`config.mk`:
```
export PLATFORM = sky130hd
export DESIGN_NAME = mdu_iter
export DESIGN_NICKNAME = d
export VERILOG_FILES = /design/src/rtl/mdu_pkg.sv /design/src/rtl/mdu_divider.sv /design/src/rtl/mdu_iter.sv
export SDC_FILE = /design/constraint.sdc
export NUM_CORES = 2
export LEC_CHECK = 0
export CAP_MARGIN = 20
export CORE_UTILIZATION = 43
export CTS_CLUSTER_SIZE = 12
export DETAILED_ROUTE_END_ITERATION = 10
export PLACE_DENSITY = 0.56
export SYNTH_ARGS = -nofsm -noshare
export SYNTH_HDL_FRONTEND = slang
export SYNTH_SLANG_ARGS = --single-unit
```
`constraint.sdc`:
```
create_clock -name Clk -period 19.6 [get_ports Clk]
set_clock_uncertainty 0.2 [all_clocks]
set_input_delay 3.92 -clock Clk [delete_from_list [all_inputs] [get_ports Clk]]
set_output_delay 3.92 -clock Clk [all_outputs]
set_load 0.01 [all_outputs]
```
`src/rtl/mdu_pkg.sv`:
```
// ============================================================================
// Module      : mdu_pkg
// Description : Shared MDU operation codes, FSM states and op-class helpers.
// Revision    : 1.0 - initial release
// ============================================================================
`default_nettype none

package mdu_pkg;

    localparam logic [3:0] c_op_none  = 4'd0;
    localparam logic [3:0] c_op_mult  = 4'd1;
    localparam logic [3:0] c_op_multu = 4'd2;
    localparam logic [3:0] c_op_div   = 4'd3;
    localparam logic [3:0] c_op_divu  = 4'd4;
    localparam logic [3:0] c_op_mthi  = 4'd5;
    localparam logic [3:0] c_op_mtlo  = 4'd6;
    localparam logic [3:0] c_op_madd  = 4'd7;
    localparam logic [3:0] c_op_maddu = 4'd8;
    localparam logic [3:0] c_op_msub  = 4'd9;
    localparam logic [3:0] c_op_msubu = 4'd10;

    typedef enum logic [1:0] {
        ST_IDLE = 2'd0,
        ST_MUL  = 2'd1,
        ST_DIV  = 2'd2,
        ST_FIX  = 2'd3
    } mdu_state_t;

    function automatic logic is_mul_op(input logic [3:0] op);
        return op inside {c_op_mult, c_op_multu, c_op_madd, c_op_maddu,
                          c_op_msub, c_op_msubu};
    endfunction

    function automatic logic is_div_op(input logic [3:0] op);
        return op inside {c_op_div, c_op_divu};
    endfunction

    function automatic logic is_signed_op(input logic [3:0] op);
        return op inside {c_op_mult, c_op_madd, c_op_msub, c_op_div};
    endfunction

endpackage

`default_nettype wire

```
`src/rtl/mdu_divider.sv`:
```
// ============================================================================
// Module      : mdu_divider
// Description : Iterative unsigned restoring divider, one quotient bit/cycle.
// Revision    : 1.0 - initial release
// ============================================================================
`default_nettype none

module mdu_divider #(
    parameter int WIDTH = 32
) (
    input  logic             clk,
    input  logic             rst,
    input  logic             load,
    input  logic             abort,
    input  logic [WIDTH-1:0] dividend,
    input  logic [WIDTH-1:0] divisor,
    output logic [WIDTH-1:0] quo,
    output logic [WIDTH-1:0] rem,
    output logic             valid
);

    localparam int c_cnt_w = $clog2(WIDTH + 1);
    localparam logic [c_cnt_w-1:0] c_last = c_cnt_w'(WIDTH - 1);

    logic               r_run;
    logic               r_valid;
    logic [c_cnt_w-1:0] r_cnt;
    logic [WIDTH-1:0]   r_quo;
    logic [WIDTH-1:0]   r_rem;
    logic [WIDTH-1:0]   r_div;
    logic [WIDTH:0]     w_trial;

    // Borrow out of the trial subtraction lands in the top bit.
    assign w_trial = {r_rem, r_quo[WIDTH-1]} - {1'b0, r_div};

    always_ff @(posedge clk) begin
        if (rst) begin
            r_run   <= 1'b0;
            r_valid <= 1'b0;
            r_cnt   <= '0;
            r_quo   <= '0;
            r_rem   <= '0;
            r_div   <= '0;
        end else if (abort) begin
            r_run   <= 1'b0;
            r_valid <= 1'b0;
        end else if (load) begin
            r_run   <= 1'b1;
            r_valid <= 1'b0;
            r_cnt   <= '0;
            r_quo   <= dividend;
            r_rem   <= '0;
            r_div   <= divisor;
        end else if (r_run) begin
            if (!w_trial[WIDTH]) begin
                r_rem <= w_trial[WIDTH-1:0];
                r_quo <= {r_quo[WIDTH-2:0], 1'b1};
            end else begin
                r_rem <= {r_rem[WIDTH-2:0], r_quo[WIDTH-1]};
                r_quo <= {r_quo[WIDTH-2:0], 1'b0};
            end
            if (r_cnt == c_last) begin
                r_run   <= 1'b0;
                r_valid <= 1'b1;
            end
            r_cnt <= r_cnt + 1'b1;
        end
    end

    assign quo   = r_quo;
    assign rem   = r_rem;
    assign valid = r_valid;

endmodule

`default_nettype wire

```
`src/rtl/mdu_iter.sv`:
```
// ============================================================================
// Module      : mdu_iter
// Description : Multi-cycle multiply/MAC/divide unit owning the HI/LO pair.
// Revision    : 1.0 - initial release
// ============================================================================
`default_nettype none

module mdu_iter
    import mdu_pkg::*;
#(
    parameter int WIDTH       = 32,
    parameter int MULT_CYCLES = 5
) (
    input  logic             Clk,
    input  logic             Reset,
    input  logic             Start,
    input  logic [3:0]       MDOp,
    input  logic [WIDTH-1:0] Data1,
    input  logic [WIDTH-1:0] Data2,
    input  logic             Flush,
    output logic             Busy,
    output logic             Done,
    output logic [WIDTH-1:0] HI,
    output logic [WIDTH-1:0] LO
);

    localparam int c_cnt_max = (MULT_CYCLES > WIDTH + 1) ? MULT_CYCLES : WIDTH + 1;
    localparam int c_cnt_w   = $clog2(c_cnt_max + 1);
    localparam logic [c_cnt_w-1:0] c_mul_last = c_cnt_w'(MULT_CYCLES);
    localparam logic [c_cnt_w-1:0] c_div_last = c_cnt_w'(WIDTH);

    mdu_state_t           r_state;
    mdu_state_t           w_state_next;
    logic [c_cnt_w-1:0]   r_cnt;
    logic [3:0]           r_op;
    logic [WIDTH-1:0]     r_a;
    logic [WIDTH-1:0]     r_b;
    logic [2*WIDTH-1:0]   r_prod;
    logic                 r_done;
    logic [WIDTH-1:0]     r_hi;
    logic [WIDTH-1:0]     r_lo;

    logic                 w_accept;
    logic                 w_launch_mul;
    logic                 w_launch_div;
    logic                 w_write_hi;
    logic                 w_write_lo;
    logic                 w_commit_mul;
    logic                 w_commit_div;
    logic                 w_neg1;
    logic                 w_neg2;
    logic [WIDTH-1:0]     w_mag1;
    logic [WIDTH-1:0]     w_mag2;
    logic [2*WIDTH-1:0]   w_ext1;
    logic [2*WIDTH-1:0]   w_ext2;
    logic [2*WIDTH-1:0]   w_prod;
    logic [2*WIDTH-1:0]   w_hilo_next;
    logic [WIDTH-1:0]     w_quo;
    logic [WIDTH-1:0]     w_rem;
    logic                 w_div_valid;
    logic                 w_div_signed;
    logic                 w_a_neg;
    logic                 w_b_neg;
    logic                 w_b_zero;
    logic [WIDTH-1:0]     w_quo_fix;
    logic [WIDTH-1:0]     w_rem_fix;

    assign w_accept     = Start && (r_state == ST_IDLE) && !Flush;
    assign w_launch_mul = w_accept && is_mul_op(MDOp);
    assign w_launch_div = w_accept && is_div_op(MDOp);
    assign w_write_hi   = w_accept && (MDOp == c_op_mthi);
    assign w_write_lo   = w_accept && (MDOp == c_op_mtlo);

    // Sign-extending through the 2W-bit unsigned product yields the signed
    // product modulo 2^(2W), so one multiplier serves both flavours.
    assign w_neg1 = is_signed_op(MDOp) && Data1[WIDTH-1];
    assign w_neg2 = is_signed_op(MDOp) && Data2[WIDTH-1];
    assign w_ext1 = {{WIDTH{w_neg1}}, Data1};
    assign w_ext2 = {{WIDTH{w_neg2}}, Data2};
    assign w_prod = w_ext1 * w_ext2;
    assign w_mag1 = w_neg1 ? (~Data1 + 1'b1) : Data1;
    assign w_mag2 = w_neg2 ? (~Data2 + 1'b1) : Data2;

    mdu_divider #(
        .WIDTH (WIDTH)
    ) u_divider (
        .clk      (Clk),
        .rst      (Reset),
        .load     (w_launch_div),
        .abort    (Flush),
        .dividend (w_mag1),
        .divisor  (w_mag2),
        .quo      (w_quo),
        .rem      (w_rem),
        .valid    (w_div_valid)
    );

    // Divide-by-zero bypasses sign correction so HI returns the raw dividend.
    assign w_div_signed = (r_op == c_op_div);
    assign w_a_neg      = w_div_signed && r_a[WIDTH-1];
    assign w_b_neg      = w_div_signed && r_b[WIDTH-1];
    assign w_b_zero     = (r_b == '0);
    assign w_quo_fix    = w_b_zero ? '1 :
                          ((w_a_neg ^ w_b_neg) ? (~w_quo + 1'b1) : w_quo);
    assign w_rem_fix    = w_b_zero ? r_a : (w_a_neg ? (~w_rem + 1'b1) : w_rem);

    always_comb begin
        w_hilo_next = r_prod;
        case (r_op)
            c_op_madd, c_op_maddu: w_hilo_next = {r_hi, r_lo} + r_prod;
            c_op_msub, c_op_msubu: w_hilo_next = {r_hi, r_lo} - r_prod;
            default:               w_hilo_next = r_prod;
        endcase
    end

    always_ff @(posedge Clk) begin
        if (Reset) begin
            r_state <= ST_IDLE;
        end else begin
            r_state <= w_state_next;
        end
    end

    always_comb begin
        w_state_next = r_state;
        w_commit_mul = 1'b0;
        w_commit_div = 1'b0;
        case (r_state)
            ST_IDLE: begin
                if (w_launch_mul) begin
                    w_state_next = ST_MUL;
                end else if (w_launch_div) begin
                    w_state_next = ST_DIV;
                end
            end
            ST_MUL: begin
                if (Flush) begin
                    w_state_next = ST_IDLE;
                end else if (r_cnt == c_mul_last) begin
                    w_state_next = ST_IDLE;
                    w_commit_mul = 1'b1;
                end
            end
            ST_DIV: begin
                if (Flush) begin
                    w_state_next = ST_IDLE;
                end else if (r_cnt == c_div_last) begin
                    w_state_next = ST_FIX;
                end
            end
            ST_FIX: begin
                w_state_next = ST_IDLE;
                w_commit_div = !Flush && w_div_valid;
            end
            default: w_state_next = ST_IDLE;
        endcase
    end

    always_ff @(posedge Clk) begin
        if (Reset) begin
            r_cnt  <= '0;
            r_op   <= c_op_none;
            r_a    <= '0;
            r_b    <= '0;
            r_prod <= '0;
            r_done <= 1'b0;
            r_hi   <= '0;
            r_lo   <= '0;
        end else begin
            r_done <= w_commit_mul | w_commit_div;

            if (w_launch_mul || w_launch_div) begin
                r_op   <= MDOp;
                r_a    <= Data1;
                r_b    <= Data2;
                r_prod <= w_prod;
                r_cnt  <= c_cnt_w'(1);
            end else if (w_state_next == ST_IDLE) begin
                r_cnt  <= '0;
            end else begin
                r_cnt  <= r_cnt + 1'b1;
            end

            if (w_commit_mul) begin
                {r_hi, r_lo} <= w_hilo_next;
            end else if (w_commit_div) begin
                r_hi <= w_rem_fix;
                r_lo <= w_quo_fix;
            end else begin
                if (w_write_hi) r_hi <= Data1;
                if (w_write_lo) r_lo <= Data1;
            end
        end
    end

    assign Busy = (r_state != ST_IDLE);
    assign Done = r_done;
    assign HI   = r_hi;
    assign LO   = r_lo;

endmodule

`default_nettype wire
```
==> flow_metrics.tcl <==
set metrics [dict create \
    ys_async_sr_fraction 0 \
    dr_total_vias 50780 \
    drt_iter0_drc 4090 \
    ys_top_cells_by_count "inv_1 (1200), nand2_1 (1184), fa_1 (1127), a21oi_1 (433), clkbuf_1 (393)" \
    wl_mm 208.7 \
    synth.cell_area_um2 60580 \
    layout-drive-gt1-share 0.04267 \
    tns_ps 0 \
    clock_sinks 309 \
    grt-ovfl-total 0 \
    place.gp.congestion 0.9516 \
    drt_first_pass_iters 8 \
    final_util 0.4621 \
    fin_area_um2 64560 \
    report.final.hold_viol_count 0 \
    grt_max_degree 130 \
    drv_slew 0 \
    synth_seq_cells 309 \
    syn2layout_area_growth_pct 6.568 \
    use_met3 0.03337 \
    clock-root-buffer "clkbuf_16" \
    startpoint "MDOp[1]" \
    fmax_mhz 73.27 \
    die_x_um 377.4 \
    grt_pass1_wl_mm 324.9 \
    synth_top_area_frac 0.3724 \
    clk_pin_slew_ps 60 \
    crit_path_frequent_cell "fa_1" \
    crit_buf_inv 7 \
    cts.repair.resized 0 \
    numPortBuffers 137 \
    min_from "r_a[1]$_SDFFE_PP0P_" \
    synthFlopType "dfxtp_1" \
    cts_tree "yes" \
    cp.arrival_ps 13880 \
    critical_path_class "input pin to register" \
    rsz0062_at_grt "no" \
    relSlewSlack 0.1678 \
    critPathRequiredTime_ps 19840 \
    rows 137 \
    setup_viol 0 \
    cts_setup_buffers 0 \
    clk_latency_ps 590 \
    num_io_pins 138 \
    hold_buffers 0 \
    grt_pass1_vias 52440 \
    synth_most_common_cell "inv_1" \
    finalCritPeriodShare 0.6963 \
    clk_path_buf_depth 3 \
    crit_path_top_delay_cell "fa_1" \
    core_um2 139700 \
    post-route-min-period_ps 13650 \
    yosys-top-cells-area "fa_1 (37%), dfxtp_1 (10%), inv_1 (7.4%)" \
    synth.largest_area_cell "fa_1" \
    cp_top_family "adder cells" \
    die_height_um 377.4 \
    avgSynthCellArea_um2 8.272 \
    fillCellCount 13940 \
    cp_max_fo 38 \
    endpoint_kind "register" \
    gr-usage-met2 0.4989 \
    fin_nets 8659 \
    wl_per_cell_um 23.05 \
    ys_types 92 \
    syn_inst 7324 \
    numCtsBuffers 39 \
    grtUsageTotal 0.2999 \
    die-area_um2 142400 \
    vias_per_cell 5.610 \
    status "finished clean" \
    worstSetupStartpointType "input pin" \
    antenna_found_initial 13 \
    dpl_cell_area_um2 63180 \
    yosysSeqAreaShare 0.1021 \
    worst_pin_slew_ps 1248 \
    hold_class "register to register" \
    drtAntennaViolNets 0 \
    critPathMaxStageDelay_ps 1170 \
    hpwl_mm 158.5 \
    start_util 0.4336 \
    use_met1 0.4002 \
    drc 0 \
    yosys_warnings 0 \
    grt-busiest-layer "met2" \
    htreeDepth 2 \
    max-cap-violations 0 \
    synth_edf_count 0 \
    r2r_start "r_prod[2]$_SDFFE_PP0P_" \
    syn_nets 8839 \
]
==> path summary, 6_finish.rpt <==
kind | end | slack [ps] | depth (start not counted)
setup / recovery | r_prod[60]$_SDFFE_PP0P_ | 5950 | 29
hold reg to reg | r_a[1]$_SDFFE_PP0P_ | 250 | 2
setup reg to reg | HI[31]$_SDFFE_PP0P_ | 13150 | 21
hold / removal | r_a[1]$_SDFFE_PP0P_ | 250 | 2
==> through the flow <==
| stage | worst slack [ps] | cells | hold WS, ps |
|---|---|---|---|
| 3_5_place_dp | 5380 | 8979 | 240.5 |
| 4_1_cts | 5982 | 9047 | 247.8 |
| 3_3_place_gp | 5517 | 8979 | 235.3 |
| 5_1_grt | 5336 | 9050 | 262.3 |
| 6_report | 5952 | 9053 | 249.1 |
| 2_1_floorplan | 7053 | 7324 | 228.8 |
==> state kept, by name (all words and copies together), names as in the netlist <==
register         cells
Done                 1
r_prod              64
r_state              2
HI                  32
u_divider.quo       32
r_cnt                6
u_divider.r_run      1
r_b                 32
u_divider.rem       32
u_divider.valid      1
r_a                 32
r_op                 4
u_divider.r_cnt      6
u_divider.r_div     32
LO                  32
==> kinds of logic (layout without fill, tap and decap cells) <==
group	after synthesis	count (layout)	share of synthesized area
adder cells (fa/ha/maj)	1443	1443	0.4377
multiplexers	11	11	0.001818
flip-flops	309	309	0.1021
AND/OR/NAND/NOR	2316	2316	0.1750
other	0	6	0
XOR/XNOR	329	329	0.04769
buffers and inverters	1670	1517	0.1040
AO/OA/AOI/OAI	1246	1246	0.1317
==> cell usage in the layout (no fill, tap or decap), types with 15 or more instances in the layout <==
cell	Yosys	layout
o21bai_1	32	32
or4_1	18	18
a211oi_1	109	109
nor2b_1	22	21
nand2_1	1184	1182
nand2b_1	34	33
o21a_1	27	27
buf_4	0	111
nor3_1	69	68
buf_2	6	53
o211ai_1	20	20
xnor2_1	196	195
a311oi_1	50	50
o22ai_1	15	15
nand4_1	32	32
nor2_1	380	379
a21oi_1	433	431
o221ai_1	21	21
a21o_1	93	93
a2111oi_0	16	16
o21ai_0	218	218
nand3_1	46	46
a31oi_1	35	34
o31ai_1	54	53
or3_1	30	30
dfxtp_1	309	309
nor4_1	30	30
fa_1	1127	1127
inv_1	1200	1200
ha_1	316	316
and3_1	49	48
o41ai_1	19	19
xor2_1	132	131
and2_1	361	359
clkdlybuf4s50_1	0	82
clkbuf_16	0	41
==> worst register-to-register path: cells and delay by family, from the launching register on <==
family / cells / cell delay, ps
compound gates: 10 / 2060
xor+xnor: 2 / 340
fa+ha+maj: 1 / 360
flops: 1 / 370
simple gates: 8 / 3010
==> per-layer routing <==
| layer | share of wire | vias to the layer above |
|---|---|---|
| met5 | 0.00025 | - |
| met4 | 0.042 | 8 |
| met3 | 0.061 | 341 |
| met2 | 0.47 | 1719 |
| met1 | 0.43 | 26000 |
| li1 | - | 22720 |
==> final cells by class <==
cell class | count | area (um^2) | share of cell area
multi-input combinational | 5345 | 48180 | 0.7463
sequential | 309 | 6186 | 0.09582
inverter | 1200 | 4504 | 0.06977
tap | 1876 | 2347 | 0.03636
timing repair buffer | 249 | 1958 | 0.03033
clock buffer | 53 | 1141 | 0.01767
clock inverter | 15 | 227.7 | 0.003527
antenna | 6 | 15.01 | 0.0002326
Power is left out: the tool's default activity adds up to more than one toggle a clock period on the data nets, which glitch-free logic cannot reach.
